==> config.mk <==
export PLATFORM = sky130hd
export DESIGN_NAME = cdb_arbiter
export DESIGN_NICKNAME = d
export VERILOG_FILES = /design/src/rtl/cdb_arbiter_pkg.sv /design/src/rtl/cdb_arbiter_rr_select.sv /design/src/rtl/cdb_arbiter.sv
export SDC_FILE = /design/constraint.sdc
export NUM_CORES = 1
export LEC_CHECK = 0
export CAP_MARGIN = 20
export CELL_PAD_IN_SITES_DETAIL_PLACEMENT = 0
export CELL_PAD_IN_SITES_GLOBAL_PLACEMENT = 1
export CORE_MARGIN = 5
export CORE_UTILIZATION = 30
export DETAILED_ROUTE_END_ITERATION = 6
export GPL_ROUTABILITY_DRIVEN = 0
export PLACE_DENSITY = 0.79
export SLEW_MARGIN = 10
export SYNTH_ARGS = -nofsm -noshare
export SYNTH_HDL_FRONTEND = slang
export SYNTH_SLANG_ARGS = --single-unit
==> constraint.sdc <==
create_clock -name clk -period 12.45 [get_ports clk]
set_clock_uncertainty 0.05 [all_clocks]
set_input_delay 2.49 -clock clk [delete_from_list [all_inputs] [get_ports clk]]
set_output_delay 2.49 -clock clk [all_outputs]
set_load 0.005 [all_outputs]
==> src/rtl/cdb_arbiter_pkg.sv <==
// uarch_pkg: shared writeback/CDB types used by the result arbiter and
// its consumers (issue queues, ROB, execute forwarding).
package uarch_pkg;

    localparam int PIPE_WIDTH  = 2;
    localparam int CDB_NUM_SRC = 4;
    localparam int TAG_W       = 6;
    localparam int XLEN        = 32;

    typedef struct packed {
        logic             is_valid;
        logic [TAG_W-1:0] dest_tag;
        logic [XLEN-1:0]  result;
    } writeback_packet_t;

    typedef enum logic [1:0] {
        SRC_ALU0 = 2'd0,
        SRC_ALU1 = 2'd1,
        SRC_MDU  = 2'd2,
        SRC_DMEM = 2'd3
    } cdb_src_e;

    function automatic int wrap_inc(input int idx, input int n);
        return (idx + 1 >= n) ? 0 : idx + 1;
    endfunction

endpackage

==> src/rtl/cdb_arbiter_rr_select.sv <==
// rr_select: combinational multi-grant rotating-priority picker.
// Urgent requesters are taken first (lowest index), then a scan from start_i.
module rr_select
    import uarch_pkg::*;
#(
    parameter int NUM_SRC   = CDB_NUM_SRC,
    parameter int CDB_WIDTH = PIPE_WIDTH,
    localparam int IDX_W    = (NUM_SRC > 1) ? $clog2(NUM_SRC) : 1,
    localparam int CNT_W    = $clog2(NUM_SRC + 1)
) (
    input  logic [NUM_SRC-1:0]              req_i,
    input  logic [NUM_SRC-1:0]              urgent_i,
    input  logic [IDX_W-1:0]                start_i,
    output logic [NUM_SRC-1:0]              gnt_o,
    output logic [CDB_WIDTH-1:0][IDX_W-1:0] lane_src_o,
    output logic [CDB_WIDTH-1:0]            lane_vld_o,
    output logic [IDX_W-1:0]                last_o,
    output logic                            any_o
);

    logic [CNT_W-1:0] cnt;
    logic [IDX_W-1:0] idx;
    logic             hit;
    int               t;

    // Candidate list is 2*NUM_SRC long: the urgent pass, then the rotation.
    always_comb begin
        gnt_o      = '0;
        lane_src_o = '0;
        lane_vld_o = '0;
        last_o     = '0;
        any_o      = 1'b0;
        cnt        = '0;
        idx        = '0;
        hit        = 1'b0;
        t          = 0;
        for (int k = 0; k < 2 * NUM_SRC; k++) begin
            if (k < NUM_SRC) begin
                idx = IDX_W'(k);
                hit = urgent_i[idx];
            end else begin
                t = int'(start_i) + k - NUM_SRC;
                if (t >= NUM_SRC) begin
                    t = t - NUM_SRC;
                end
                idx = IDX_W'(t);
                hit = 1'b1;
            end
            if (hit && req_i[idx] && !gnt_o[idx] &&
                (int'(cnt) < CDB_WIDTH)) begin
                gnt_o[idx] = 1'b1;
                for (int l = 0; l < CDB_WIDTH; l++) begin
                    if (int'(cnt) == l) begin
                        lane_src_o[l] = idx;
                        lane_vld_o[l] = 1'b1;
                    end
                end
                last_o = idx;
                any_o  = 1'b1;
                cnt    = cnt + CNT_W'(1);
            end
        end
    end

endmodule

==> src/rtl/cdb_arbiter.sv <==
// cdb_arbiter: round-robin grant of FU writebacks onto the registered CDB.
// Define CDB_STARVE_GUARD_EN to add per-source starvation counters.
module cdb_arbiter
    import uarch_pkg::*;
#(
    parameter int CDB_WIDTH = PIPE_WIDTH
`ifdef CDB_STARVE_GUARD_EN
    ,
    parameter int STARVE_LIMIT = 8
`endif
) (
    input  logic                                clk,
    input  logic                                rst,
    input  writeback_packet_t [1:0]             alu_result,
    input  writeback_packet_t                   mdu_result,
    input  writeback_packet_t                   dmem_result,
    output logic [1:0]                          alu_cdb_gnt,
    output logic                                mdu_cdb_gnt,
    output logic                                dmem_cdb_gnt,
    output writeback_packet_t [CDB_WIDTH-1:0]   cdb_ports
);

    localparam int NUM_SRC = CDB_NUM_SRC;
    localparam int IDX_W   = $clog2(NUM_SRC);

    writeback_packet_t [NUM_SRC-1:0]   src_pkt;
    logic [NUM_SRC-1:0]                req;
    logic [NUM_SRC-1:0]                urgent;
    logic [NUM_SRC-1:0]                sel_gnt;
    logic [NUM_SRC-1:0]                gnt;
    logic [CDB_WIDTH-1:0][IDX_W-1:0]   lane_src;
    logic [CDB_WIDTH-1:0]              lane_vld;
    logic [IDX_W-1:0]                  last_idx;
    logic                              any_gnt;
    logic [IDX_W-1:0]                  rr_ptr_q;
    logic [IDX_W-1:0]                  rr_ptr_d;
    writeback_packet_t [CDB_WIDTH-1:0] cdb_q;
    writeback_packet_t [CDB_WIDTH-1:0] cdb_d;

    assign src_pkt = {dmem_result, mdu_result, alu_result[1], alu_result[0]};

    always_comb begin
        req = '0;
        for (int i = 0; i < NUM_SRC; i++) begin
            req[i] = src_pkt[i].is_valid;
        end
    end

`ifdef CDB_STARVE_GUARD_EN
    localparam int WAIT_W = $clog2(STARVE_LIMIT + 1);

    logic [NUM_SRC-1:0][WAIT_W-1:0] wait_q;
    logic [NUM_SRC-1:0][WAIT_W-1:0] wait_d;

    always_comb begin
        urgent = '0;
        for (int i = 0; i < NUM_SRC; i++) begin
            urgent[i] = (wait_q[i] == WAIT_W'(STARVE_LIMIT));
        end
    end

    // Counter saturates at the limit and clears on grant or idle.
    always_comb begin
        wait_d = wait_q;
        for (int i = 0; i < NUM_SRC; i++) begin
            if (!req[i] || gnt[i]) begin
                wait_d[i] = '0;
            end else if (!urgent[i]) begin
                wait_d[i] = wait_q[i] + WAIT_W'(1);
            end
        end
    end

    always_ff @(posedge clk or negedge rst) begin
        if (!rst) begin
            wait_q <= '0;
        end else begin
            wait_q <= wait_d;
        end
    end
`else
    assign urgent = '0;
`endif

    rr_select #(
        .NUM_SRC   (NUM_SRC),
        .CDB_WIDTH (CDB_WIDTH)
    ) u_sel (
        .req_i      (req),
        .urgent_i   (urgent),
        .start_i    (rr_ptr_q),
        .gnt_o      (sel_gnt),
        .lane_src_o (lane_src),
        .lane_vld_o (lane_vld),
        .last_o     (last_idx),
        .any_o      (any_gnt)
    );

    assign gnt          = sel_gnt & {NUM_SRC{rst}};
    assign alu_cdb_gnt  = {gnt[SRC_ALU1], gnt[SRC_ALU0]};
    assign mdu_cdb_gnt  = gnt[SRC_MDU];
    assign dmem_cdb_gnt = gnt[SRC_DMEM];

    always_comb begin
        rr_ptr_d = rr_ptr_q;
        if (any_gnt) begin
            rr_ptr_d = IDX_W'(wrap_inc(int'(last_idx), NUM_SRC));
        end
    end

    always_comb begin
        cdb_d = '0;
        for (int l = 0; l < CDB_WIDTH; l++) begin
            if (lane_vld[l]) begin
                cdb_d[l] = src_pkt[lane_src[l]];
            end
        end
    end

    always_ff @(posedge clk or negedge rst) begin
        if (!rst) begin
            rr_ptr_q <= '0;
            cdb_q    <= '0;
        end else begin
            rr_ptr_q <= rr_ptr_d;
            cdb_q    <= cdb_d;
        end
    end

    assign cdb_ports = cdb_q;

endmodule

==> Flow_metrics.wiki <==
{| class="wikitable"
! Metric !! Value
|-
| Run status || completed
|-
| CTS-repair resized insts || 0
|-
| Number of pins with negative max-slew slack in the final report || 0
|-
| Synth Net Count || 1527
|-
| Vertical die dimension || 186.4 um
|-
| Slack of the worst reg-to-reg path || 4.88 ns
|-
| Clock edge transition at the registers on the reported setup and hold paths || 0.07 ns
|-
| Horiz. Die Dim || 186.4 um
|-
| Sum of net half-perimeters after detailed placement || 25910 um
|-
| Sequential fraction of the synthesis area || 21.45%
|-
| Count of nets left with antenna violations after detail routing || 0
|-
| CP Data Arrival Time || 7.80 ns
|-
| Row count || 64
|-
| CP Launch Type || input pin
|-
| Longest Clk Path Bufs || 2
|-
| Overall track demand over capacity in global routing || 23.02%
|-
| Share of the synthesized area in compound gates (AO/OA/AOI/OAI) || 45.58%
|-
| Classification of the worst setup path || input pin to output pin
|-
| Clock period minus final worst setup slack || 10.34 ns
|-
| Number of hold violations in the final report || 0
|-
| Post-synthesis adder-cell area fraction || 1.958%
|-
| Kind of end point of the critical path || output pin
|-
| Average size of a mapped cell || 6.887 um^2
|-
| Worst hold path type || register to register
|-
| Fraction of registers with async set/reset || 100.0%
|-
| Count of maximum capacitance violations || 0
|-
| Fraction of final layout cells sized beyond drive strength 1 || 5.689%
|-
| Period utilisation layout || 83.05%
|-
| RR Endpoint || cdb_ports[13]
|-
| Clock tree sinks || 80
|-
| Distinct cell type count of the synthesized netlist || 63
|-
| Die area || 34730 um^2
|-
| Buffer type at the clock tree root || clkbuf_16
|-
| Cts hold-fix bufs || 0
|-
| Xor and xnor area share after synthesis || 0%
|-
| Total CTS buffers || 9
|-
| Slew @ Worst Pin || 1.138 ns
|-
| Clock tree from TritonCTS || yes
|-
| Max FO, Critical Path || 88
|-
| Routed wire length || 42330 um
|-
| First-pass iteration count of the detailed router || 6
|-
| Setup repair after global routing missed its margin || no
|-
| Prevailing post-synth register cell || dfrtp_1
|-
| Clock latency on the worst-skew pair || 0.35 ns
|-
| Reg2reg path depth || 17
|-
| Total number of vias || 11.64k
|-
| Global-route wire length before repair || 66370 um
|-
| Synth Warn # || 0
|-
| Number of global-route vias before repair || 11.62k
|-
| Number of post-CTS setup repair buffers || 0
|-
| Cell count of the worst hold path || 2
|-
| Maximum achievable frequency || 96.72 MHz
|-
| Maximum number of pins on one net before global-route repair || 106
|-
| Final count of negative-setup-slack endpoints || 0
|-
| Buffers added on ports || 239
|-
| Post-Syn Area || 9331 um^2
|-
| Total number of nets in the final design || 1627
|-
| Initial Util || 30.43%
|-
| Endpoint of the worst hold path || rr_ptr_q[0]
|-
| Number of diodes added for antenna fixing || 0
|-
| Core Region || 30670 um^2
|-
| Endpoint required time on the critical path || 9.91 ns
|-
| Slew headroom || 24.14%
|-
| Routed wirelength normalized by instance count || 22.82 um
|-
| Number of storage elements in the synthesis netlist || 80
|-
| RR Startpoint || rr_ptr_q[0]
|-
| Setup TNS Final || 0 ns
|-
| Fraction of synthesized area in multiplexers || 1.596%
|-
| Total of fill cells in the finished design || 3121
|-
| DRC Markers || 0
|-
| Synth-to-layout area growth || 29.94%
|-
| Via density per instance || 6.273
|-
| Number of antenna violations at the first check in global routing || 0
|-
| Boundary pin count || 240
|-
| Largest family of logic cells by synthesized area || compound AO/OA/AOI/OAI gates
|-
| Count of flip-flops with a built-in enable after synthesis || 0
|-
| Global route overflow || 0
|-
| Simple-Gate Fraction of Synth Area || 16.63%
|-
| # H-tree levels || 3
|-
| Post-Syn Instances || 1355
|-
| Beginning of the worst hold path || rr_ptr_q[0]
|-
| DRT iter0 DRCs || 1079
|}
==> layout by cell type (no fill, tap or decap), types with 38 or more instances in the layout <==
cell / netlist / layout
clkdlybuf4s50_1: 0 / 238
o21ai_0: 201 / 201
nor3_1: 127 / 127
inv_1: 123 / 122
a31oi_1: 116 / 116
dfrtp_1: 80 / 79
o21ai_1: 78 / 78
a211oi_1: 77 / 77
nand2_1: 63 / 60
o211ai_1: 43 / 43
nand2b_1: 39 / 39
nand4_1: 38 / 38
o32ai_1: 38 / 38
o2111ai_1: 38 / 38
==> sequential cells by signal, summed over array words and instances, names as in the netlist <==
signal	flops
cdb_ports	78
rr_ptr_q	2
==> final cells by class <==
| cell class | instances | area (um^2) | share of cell area [%] |
|---|---|---|---|
| clock buffer | 10 | 229.0 | 1.888 |
| sequential | 80 | 2006 | 16.54 |
| tap | 396 | 495.5 | 4.086 |
| timing repair buffer | 260 | 2587 | 21.34 |
| clock inverter | 5 | 58.81 | 0.4850 |
| multi-input combinational | 981 | 6285 | 51.83 |
| inverter | 123 | 464.2 | 3.828 |
==> routing by layer <==
layer	global-route usage [%]	up-vias	wire length, um
li1	-	5341	-
met1	30.52	5614	18140
met3	4.877	57	3633
met2	37.86	625	19890
met4	6.663	0	668
met5	0	-	0
==> worst max-delay path, cell delays in order <==
cell and delay (ns):
clkdlybuf4s50_1 0.59, mux2i_1 0.25, o311ai_4 0.45, o22ai_1 0.32, ha_1 0.34, nor2_1 0.37, a21boi_2 0.86, inv_1 0.17
fa_1 0.40, o211a_1 0.15, and3_4 0.46, a221oi_1 0.39, nor2b_1 0.08, clkdlybuf4s50_1 0.45
==> cells by family after synthesis <==
group | count (synthesis)
buf+inv | 294
simple gates | 308
fa+ha+maj | 14
flops | 80
compound gates | 646
mux | 13
==> per-stage QoR <==
stage               util, %  cells  hold WS [ns]  worst slack, ns  instance area (um^2)
CTS                   39.54   1855         1.004            2.161                 12130
finish                39.54   1855         1.017            2.111                 12130
global placement      38.42   1838        0.9726            2.292                 11780
detailed placement    38.60   1840        0.9933            2.141                 11840
floorplan                 -   1355        0.8636            4.009                  9331
global route          39.54   1855         1.058            1.737                 12130
==> cell usage after synthesis, types with 7 or more instances <==
cell type	count	area share, %
a211oi_1	77	6.2
a31oi_1	116	7.8
buf_1	9	0.36
buf_2	34	1.8
clkbuf_1	117	4.7
dfrtp_1	80	21
ha_1	13	1.7
inv_1	123	4.9
mux2i_1	7	0.75
nand2_1	63	2.5
nand2b_1	39	2.6
nand4_1	38	2.5
nor2_1	22	0.88
nor3_1	127	6.8
o2111ai_1	38	3.6
o211ai_1	43	3.5
o21ai_0	201	11
o21ai_1	78	4.2
o32ai_1	38	3.6
==> worst max-delay path by stage <==
stage | start | to | slack (ns) | cells past startpoint
5_1_grt | mdu_result[38] | mdu_cdb_gnt | 1.74 | 14
2_1_floorplan | mdu_result[38] | alu_cdb_gnt[1] | 4.01 | 15
6_report | mdu_result[38] | alu_cdb_gnt[1] | 2.11 | 14
4_1_cts | mdu_result[38] | mdu_cdb_gnt | 2.16 | 14
3_5_place_dp | mdu_result[38] | mdu_cdb_gnt | 2.14 | 14
3_3_place_gp | mdu_result[38] | alu_cdb_gnt[1] | 2.29 | 14
Power is not shown: default switching activity piles up to over one toggle a cycle in this logic, so the estimate is an artifact.
